File: config.mk
export PLATFORM = sky130hd
export DESIGN_NAME = bus_port_fifo
export DESIGN_NICKNAME = d
export VERILOG_FILES = /design/src/rtl/bus_port_pkg.sv /design/src/rtl/sync_fifo.sv /design/src/rtl/bus_port_fifo.sv
export SDC_FILE = /design/constraint.sdc
export NUM_CORES = 1
export LEC_CHECK = 0
export CAP_MARGIN = 20
export CORE_UTILIZATION = 60
export DETAILED_ROUTE_END_ITERATION = 10
export PLACE_DENSITY = 0.88
export SLEW_MARGIN = 20
export SYNTH_ARGS = -nofsm -noshare
export SYNTH_HDL_FRONTEND = slang
export SYNTH_SLANG_ARGS = --single-unit
File: constraint.sdc
create_clock -name clk -period 5.79 [get_ports clk]
set_input_delay 0.579 -clock clk [delete_from_list [all_inputs] [get_ports clk]]
set_output_delay 0.579 -clock clk [all_outputs]
set_load 0.01 [all_outputs]
File: src/rtl/bus_port_pkg.sv
// ============================================================================
// Module   : bus_port_pkg
// Brief    : Shared types, constants and helpers for the bus port adapter.
// Revision : 1.0
// ============================================================================
`default_nettype none

package bus_port_pkg;

    localparam int          MAX_PCKG_SZ   = 64;
    localparam logic [7:0]  BROADCAST_DEF = 8'hFF;

    typedef logic [7:0] cnt8_t;

    // Destination ID is the top byte of a packet of sz bits (sz <= MAX_PCKG_SZ).
    function automatic logic [7:0] dest_of(input logic [MAX_PCKG_SZ-1:0] pkt,
                                           input int                     sz);
        return 8'(pkt >> (sz - 8));
    endfunction

    function automatic cnt8_t sat_inc(input cnt8_t c);
        return (c == 8'hFF) ? c : c + 8'd1;
    endfunction

endpackage

`default_nettype wire

File: src/rtl/sync_fifo.sv
// ============================================================================
// Module   : sync_fifo
// Brief    : Synchronous show-ahead FIFO with occupancy counter and ovf pulse.
// Revision : 1.0
// ============================================================================
`default_nettype none

module sync_fifo #(
    parameter int WIDTH = 16,
    parameter int DEPTH = 8
) (
    input  logic             clk,
    input  logic             rst_n,
    input  logic             i_wr,
    input  logic [WIDTH-1:0] i_din,
    input  logic             i_rd,
    output logic             o_full,
    output logic             o_empty,
    output logic [WIDTH-1:0] o_dout,
    output logic             o_ovf
);

    localparam int AW = $clog2(DEPTH);

    logic [WIDTH-1:0] r_mem [DEPTH];
    logic [AW-1:0]    r_wr_ptr;
    logic [AW-1:0]    r_rd_ptr;
    logic [AW:0]      r_count;

    logic w_do_rd;
    logic w_do_wr;

    assign o_full  = (r_count == (AW+1)'(DEPTH));
    assign o_empty = (r_count == '0);

    // A pop frees the slot in the same cycle, so a write into a full FIFO
    // still succeeds when it coincides with a pop.
    assign w_do_rd = i_rd && !o_empty;
    assign w_do_wr = i_wr && (!o_full || w_do_rd);
    assign o_ovf   = i_wr && o_full && !w_do_rd;

    assign o_dout  = o_empty ? '0 : r_mem[r_rd_ptr];

    always_ff @(posedge clk) begin
        if (w_do_wr) begin
            r_mem[r_wr_ptr] <= i_din;
        end
    end

    always_ff @(posedge clk or negedge rst_n) begin
        if (!rst_n) begin
            r_wr_ptr <= '0;
            r_rd_ptr <= '0;
            r_count  <= '0;
        end else begin
            if (w_do_wr) begin
                r_wr_ptr <= r_wr_ptr + 1'b1;
            end
            if (w_do_rd) begin
                r_rd_ptr <= r_rd_ptr + 1'b1;
            end
            if (w_do_wr && !w_do_rd) begin
                r_count <= r_count + 1'b1;
            end else if (w_do_rd && !w_do_wr) begin
                r_count <= r_count - 1'b1;
            end
        end
    end

endmodule

`default_nettype wire

File: src/rtl/bus_port_fifo.sv
// ============================================================================
// Module   : bus_port_fifo
// Brief    : Device-to-bus port adapter: TX/RX FIFOs, RX address filter, counters.
// Revision : 1.0
// ============================================================================
`default_nettype none

module bus_port_fifo
    import bus_port_pkg::*;
#(
    parameter int         PCKG_SZ   = 16,
    parameter int         DEPTH     = 8,
    parameter logic [7:0] ID        = 8'd0,
    parameter logic [7:0] BROADCAST = BROADCAST_DEF
) (
    input  logic               clk,
    input  logic               reset,
    input  logic               dev_push,
    input  logic [PCKG_SZ-1:0] dev_din,
    output logic               dev_full,
    output logic               pndng,
    output logic [PCKG_SZ-1:0] D_pop,
    input  logic               pop,
    input  logic               push,
    input  logic [PCKG_SZ-1:0] D_push,
    output logic               rx_pndng,
    output logic [PCKG_SZ-1:0] rx_dout,
    input  logic               rx_pop,
    output logic [7:0]         tx_ovf_cnt,
    output logic [7:0]         rx_ovf_cnt,
    output logic [7:0]         rx_drop_cnt
);

    logic                   w_tx_empty;
    logic                   w_tx_ovf;
    logic                   w_rx_empty;
    logic                   w_rx_full;
    logic                   w_rx_ovf;
    logic [MAX_PCKG_SZ-1:0] w_pkt_ext;
    logic [7:0]             w_dest;
    logic                   w_match;
    logic                   w_rx_wr;

    cnt8_t r_tx_ovf_cnt;
    cnt8_t r_rx_ovf_cnt;
    cnt8_t r_rx_drop_cnt;

    sync_fifo #(
        .WIDTH (PCKG_SZ),
        .DEPTH (DEPTH)
    ) u_tx_fifo (
        .clk     (clk),
        .rst_n   (reset),
        .i_wr    (dev_push),
        .i_din   (dev_din),
        .i_rd    (pop),
        .o_full  (dev_full),
        .o_empty (w_tx_empty),
        .o_dout  (D_pop),
        .o_ovf   (w_tx_ovf)
    );

    assign pndng = !w_tx_empty;

    assign w_pkt_ext = MAX_PCKG_SZ'(D_push);
    assign w_dest    = dest_of(w_pkt_ext, PCKG_SZ);
    assign w_match   = (w_dest == ID) || (w_dest == BROADCAST);
    assign w_rx_wr   = push && w_match;

    sync_fifo #(
        .WIDTH (PCKG_SZ),
        .DEPTH (DEPTH)
    ) u_rx_fifo (
        .clk     (clk),
        .rst_n   (reset),
        .i_wr    (w_rx_wr),
        .i_din   (D_push),
        .i_rd    (rx_pop),
        .o_full  (w_rx_full),
        .o_empty (w_rx_empty),
        .o_dout  (rx_dout),
        .o_ovf   (w_rx_ovf)
    );

    assign rx_pndng = !w_rx_empty;

    always_ff @(posedge clk or negedge reset) begin
        if (!reset) begin
            r_tx_ovf_cnt  <= '0;
            r_rx_ovf_cnt  <= '0;
            r_rx_drop_cnt <= '0;
        end else begin
            if (w_tx_ovf) begin
                r_tx_ovf_cnt <= sat_inc(r_tx_ovf_cnt);
            end
            if (w_rx_ovf) begin
                r_rx_ovf_cnt <= sat_inc(r_rx_ovf_cnt);
            end
            if (push && !w_match) begin
                r_rx_drop_cnt <= sat_inc(r_rx_drop_cnt);
            end
        end
    end

    assign tx_ovf_cnt  = r_tx_ovf_cnt;
    assign rx_ovf_cnt  = r_rx_ovf_cnt;
    assign rx_drop_cnt = r_rx_drop_cnt;

endmodule

`default_nettype wire
==> run_results.csv <==
group,metric,value,unit
sta,finalHoldViolCount,0,
routing,vias,6274,
sta,rsz0062_at_grt,"no",
place,port-buffer-count,96,
floorplanning,num_rows,51,
synthesis,synth_nets,679,
clock_network,cts_resized,0,
sta,finalSetupViolations,0,
clock_network,clock_latency,540,ps
place,hpwl,14300,um
floorplanning,dieWidth,144,um
clock_network,clk_pin_slew_worst_paths,60,ps
routing,via_per_inst,6.10,
synthesis,netlist_instances,626,
finish,final_cells,1028,
power,p_int,4.78,mW
finish,n_antenna_cell,0,
clock_network,cts_tree,"built",
routing,ant_nets,0,
synthesis,ys_seq_area_share,72.9,%
power,power_frac_comb,30.6,%
power,p_clk_share,26.3,%
floorplanning,initial_core_util,61.5,%
finish,nets,795,
global_route,grtUsageTotal,24.8,%
power,p_sw,2.06,mW
synthesis,synth_warnings,0,
setup_path,worst_setup_path_start_kind,"register",
place,dp_cells,974,
setup_path,timing.rr.start,"u_tx_fifo.r_count[0]",
finish,stdcell_area,14300,um^2
finish,drive_gt1_share,20.4,%
synthesis,synthArstFlopShare,14.7,%
place,routabilityCongestion,0.764,
place,place_area,13400,um^2
routing,avgRoutedWirePerCell,23.9,um
global_route,busiest_layer,"met2",
global_route,antenna_found_initial,0,
routing,drt_iter0_drc,609,
global_route,use_met1,31.1,%
synthesis,synth_edf_count,256,
floorplanning,dieArea,20700,um^2
clock_network,cts_setup_buffers,0,
clock_network,h-tree-depth,1,
power,power.density,476,nW/um^2
synthesis,synth_seq_cells,300,
sta,final.setup.tns,0,ps
sta,slew_violations,0,
setup_path,critPathMaxFanout,20,
synthesis,netlist_area,12000,um^2
sta,tightest_slew,1130,ps
setup_path,critPathLaunch,"u_tx_fifo.r_rd_ptr[1]",
routing,routed_wl,24500,um
finish,area_growth,19.1,%
finish,fill_cells,1129,
global_route,grt-ovfl-total,0,
clock_network,cts_made_buffers,29,
global_route,grt_max_degree,45,
synthesis,synth_flop_cell,"edfxtp_1",
sta,slew_headroom,24.5,%
floorplanning,die_h,144,um
setup_path,setup.worst_path.end_class,"primary output",
power,netSwitchingFraction,30.1,%
floorplanning,io_pins,97,
setup_path,worstSetupPathType,"register to primary output",
clock_network,cts_root_buf,"clkbuf_16",
setup_path,critical-path-slowest-cell,"dfrtp_1",
setup_path,critPathRequiredTime,5210,ps
routing,drc,0,
global_route,grt_pass1_vias,6655,
setup_path,arrival,3030,ps
global_route,grt_util_met2,44.5,%
power,leakage,4.91,nW
power,vdd_drop_max,0.311,mV
clock_network,holdBufCountCts,0,
setup_path,path_cells,"buf_4, mux4_2, mux2i_1, nor2_1, clkdlybuf4s50_1",
job,drv_cap,0,
power,p_seq_share,43.1,%
routing,drt_first_pass_iters,5,
global_route,grt_pass1_wl,37400,um
run_status,status,"completed",
synthesis,yosysUniqueCellTypes,39,
global_route,gr-usage-met3,3.17,%
sta,fmax,277,MHz
sta,min_period_over_period,62.4,%
setup_path,critical_path.max_stage_delay,820,ps
synthesis,syn_avg_cell_area,19.2,um^2
sta,min_period,3610,ps
floorplanning,core,19600,um^2
clock_network,clock-sinks,300,
sta,skew,17.5,ps
clock_network,clockBufferDepth,3,
min_path,hp-class,"primary input to async pin",
[cell type report]
class,instances,area [um^2],share of cell area [%]
clock buffers,33,741,5.16
clock inverters,19,166,1.16
inverters,11,41.3,0.288
multi-input cells,292,3200,22.3
flip-flops and latches,300,8790,61.3
well taps,265,332,2.31
repair buffers,108,1080,7.50
[cells in the mapped netlist, drive strengths merged (3+ instances only)]
cell type	n	area share [%]
ha	13	1.3
o21ai	5	0.24
mux2i	32	2.7
edfxtp	256	64
and3	3	0.24
xor2	14	1.0
a21oi	3	0.12
xnor2	21	1.5
mux4	64	12
inv	11	0.34
buf	13	0.51
nand4	10	0.52
dfrtp	44	9.1
nand2b	4	0.21
clkbuf	10	0.31
nor3	12	0.50
nand2	24	0.75
mux2	7	0.65
nor2	44	1.4
nand3	8	0.33
nor4	11	0.92
[power by group through the flow]
| stage | logic, mW | clock network [mW] | registers [mW] |
|---|---|---|---|
| 6_report | 2.09 | 1.80 | 2.94 |
| 5_1_grt | 2.24 | 1.90 | 2.98 |
| 4_1_cts | 2.10 | 1.82 | 2.95 |
| 3_5_place_dp | 2.07 | 0 | 2.98 |
| 3_3_place_gp | 1.93 | 0 | 2.99 |
| 2_1_floorplan | 1.37 | 0 | 2.76 |
[state kept, by name, indices dropped and copies added (netlist names)]
signal,cells
u_rx_fifo.r_mem,128
u_tx_fifo.r_mem,128
rx_drop_cnt,8
rx_ovf_cnt,8
tx_ovf_cnt,8
u_rx_fifo.r_count,4
u_tx_fifo.r_count,4
u_rx_fifo.r_rd_ptr,3
u_rx_fifo.r_wr_ptr,3
u_tx_fifo.r_rd_ptr,3
u_tx_fifo.r_wr_ptr,3
[path summary, 6_finish.rpt]
| path | endpoint | slack, ps | cells after the start |
|---|---|---|---|
| worst max-delay path | D_pop[15] | 2180 | 5 |
| worst min-delay path | rx_drop_cnt[1] | 40 | 1 |
| worst max register to register | u_tx_fifo.r_count[3] | 2910 | 12 |
| worst min register to register | rx_drop_cnt[6] | 490 | 1 |
| max in group asynchronous | u_rx_fifo.r_rd_ptr[0] | 5310 | 1 |
| min in group clk | rx_drop_cnt[6] | 490 | 1 |
[logic make-up (layout without fill, tap and decap cells)]
group	count (synthesis)	in the layout	synth area share, %
fa+ha+maj	15	15	1.68
simple gates	125	125	5.36
compound gates	14	14	1.04
flops	300	300	72.9
xor+xnor	35	35	2.54
buf+inv	34	171	1.16
mux	103	103	15.3
[metrics by stage]
stage	power (mW)	worst slack (ps)	util (%)	hold slack (ps)
2_1_floorplan	4.13	2550	-	283
3_3_place_gp	4.92	2250	68.3	471
3_5_place_dp	5.05	2130	68.4	483
4_1_cts	6.87	2010	73.0	232
5_1_grt	7.13	2080	73.2	76.3
6_report	6.83	2180	73.2	41.9
[worst max-delay path: cells and delay by family, from the launching register on]
| family | cells | cell delay, ps |
|---|---|---|
| buf+inv | 2 | 1030 |
| flops | 1 | 820 |
| mux | 2 | 350 |
| simple gates | 1 | 280 |
[placed cells by master, fill, tap and decap left out, drive strengths merged, types with 3 or more instances in the layout]
| cell | count |
|---|---|
| buf | 13 |
| mux2 | 7 |
| nand4 | 10 |
| xnor2 | 21 |
| nor3 | 12 |
| clkinvlp | 3 |
| and3 | 3 |
| clkdlybuf4s50 | 95 |
| clkbuf | 33 |
| mux2i | 32 |
| nand2 | 24 |
| inv | 13 |
| edfxtp | 256 |
| nand2b | 4 |
| xor2 | 14 |
| a21oi | 3 |
| o21ai | 5 |
| clkinv | 12 |
| nor4 | 11 |
| ha | 13 |
| nor2 | 44 |
| dfrtp | 44 |
| mux4 | 64 |
| nand3 | 8 |
[per-layer routing]
metal | vias up | wire (um)
met5 | - | 0
met4 | 0 | 555
met3 | 44 | 1330
met2 | 258 | 13200
met1 | 3262 | 9430
li1 | 2710 | -
No activity file was read; power rests on OpenSTA's default activity.
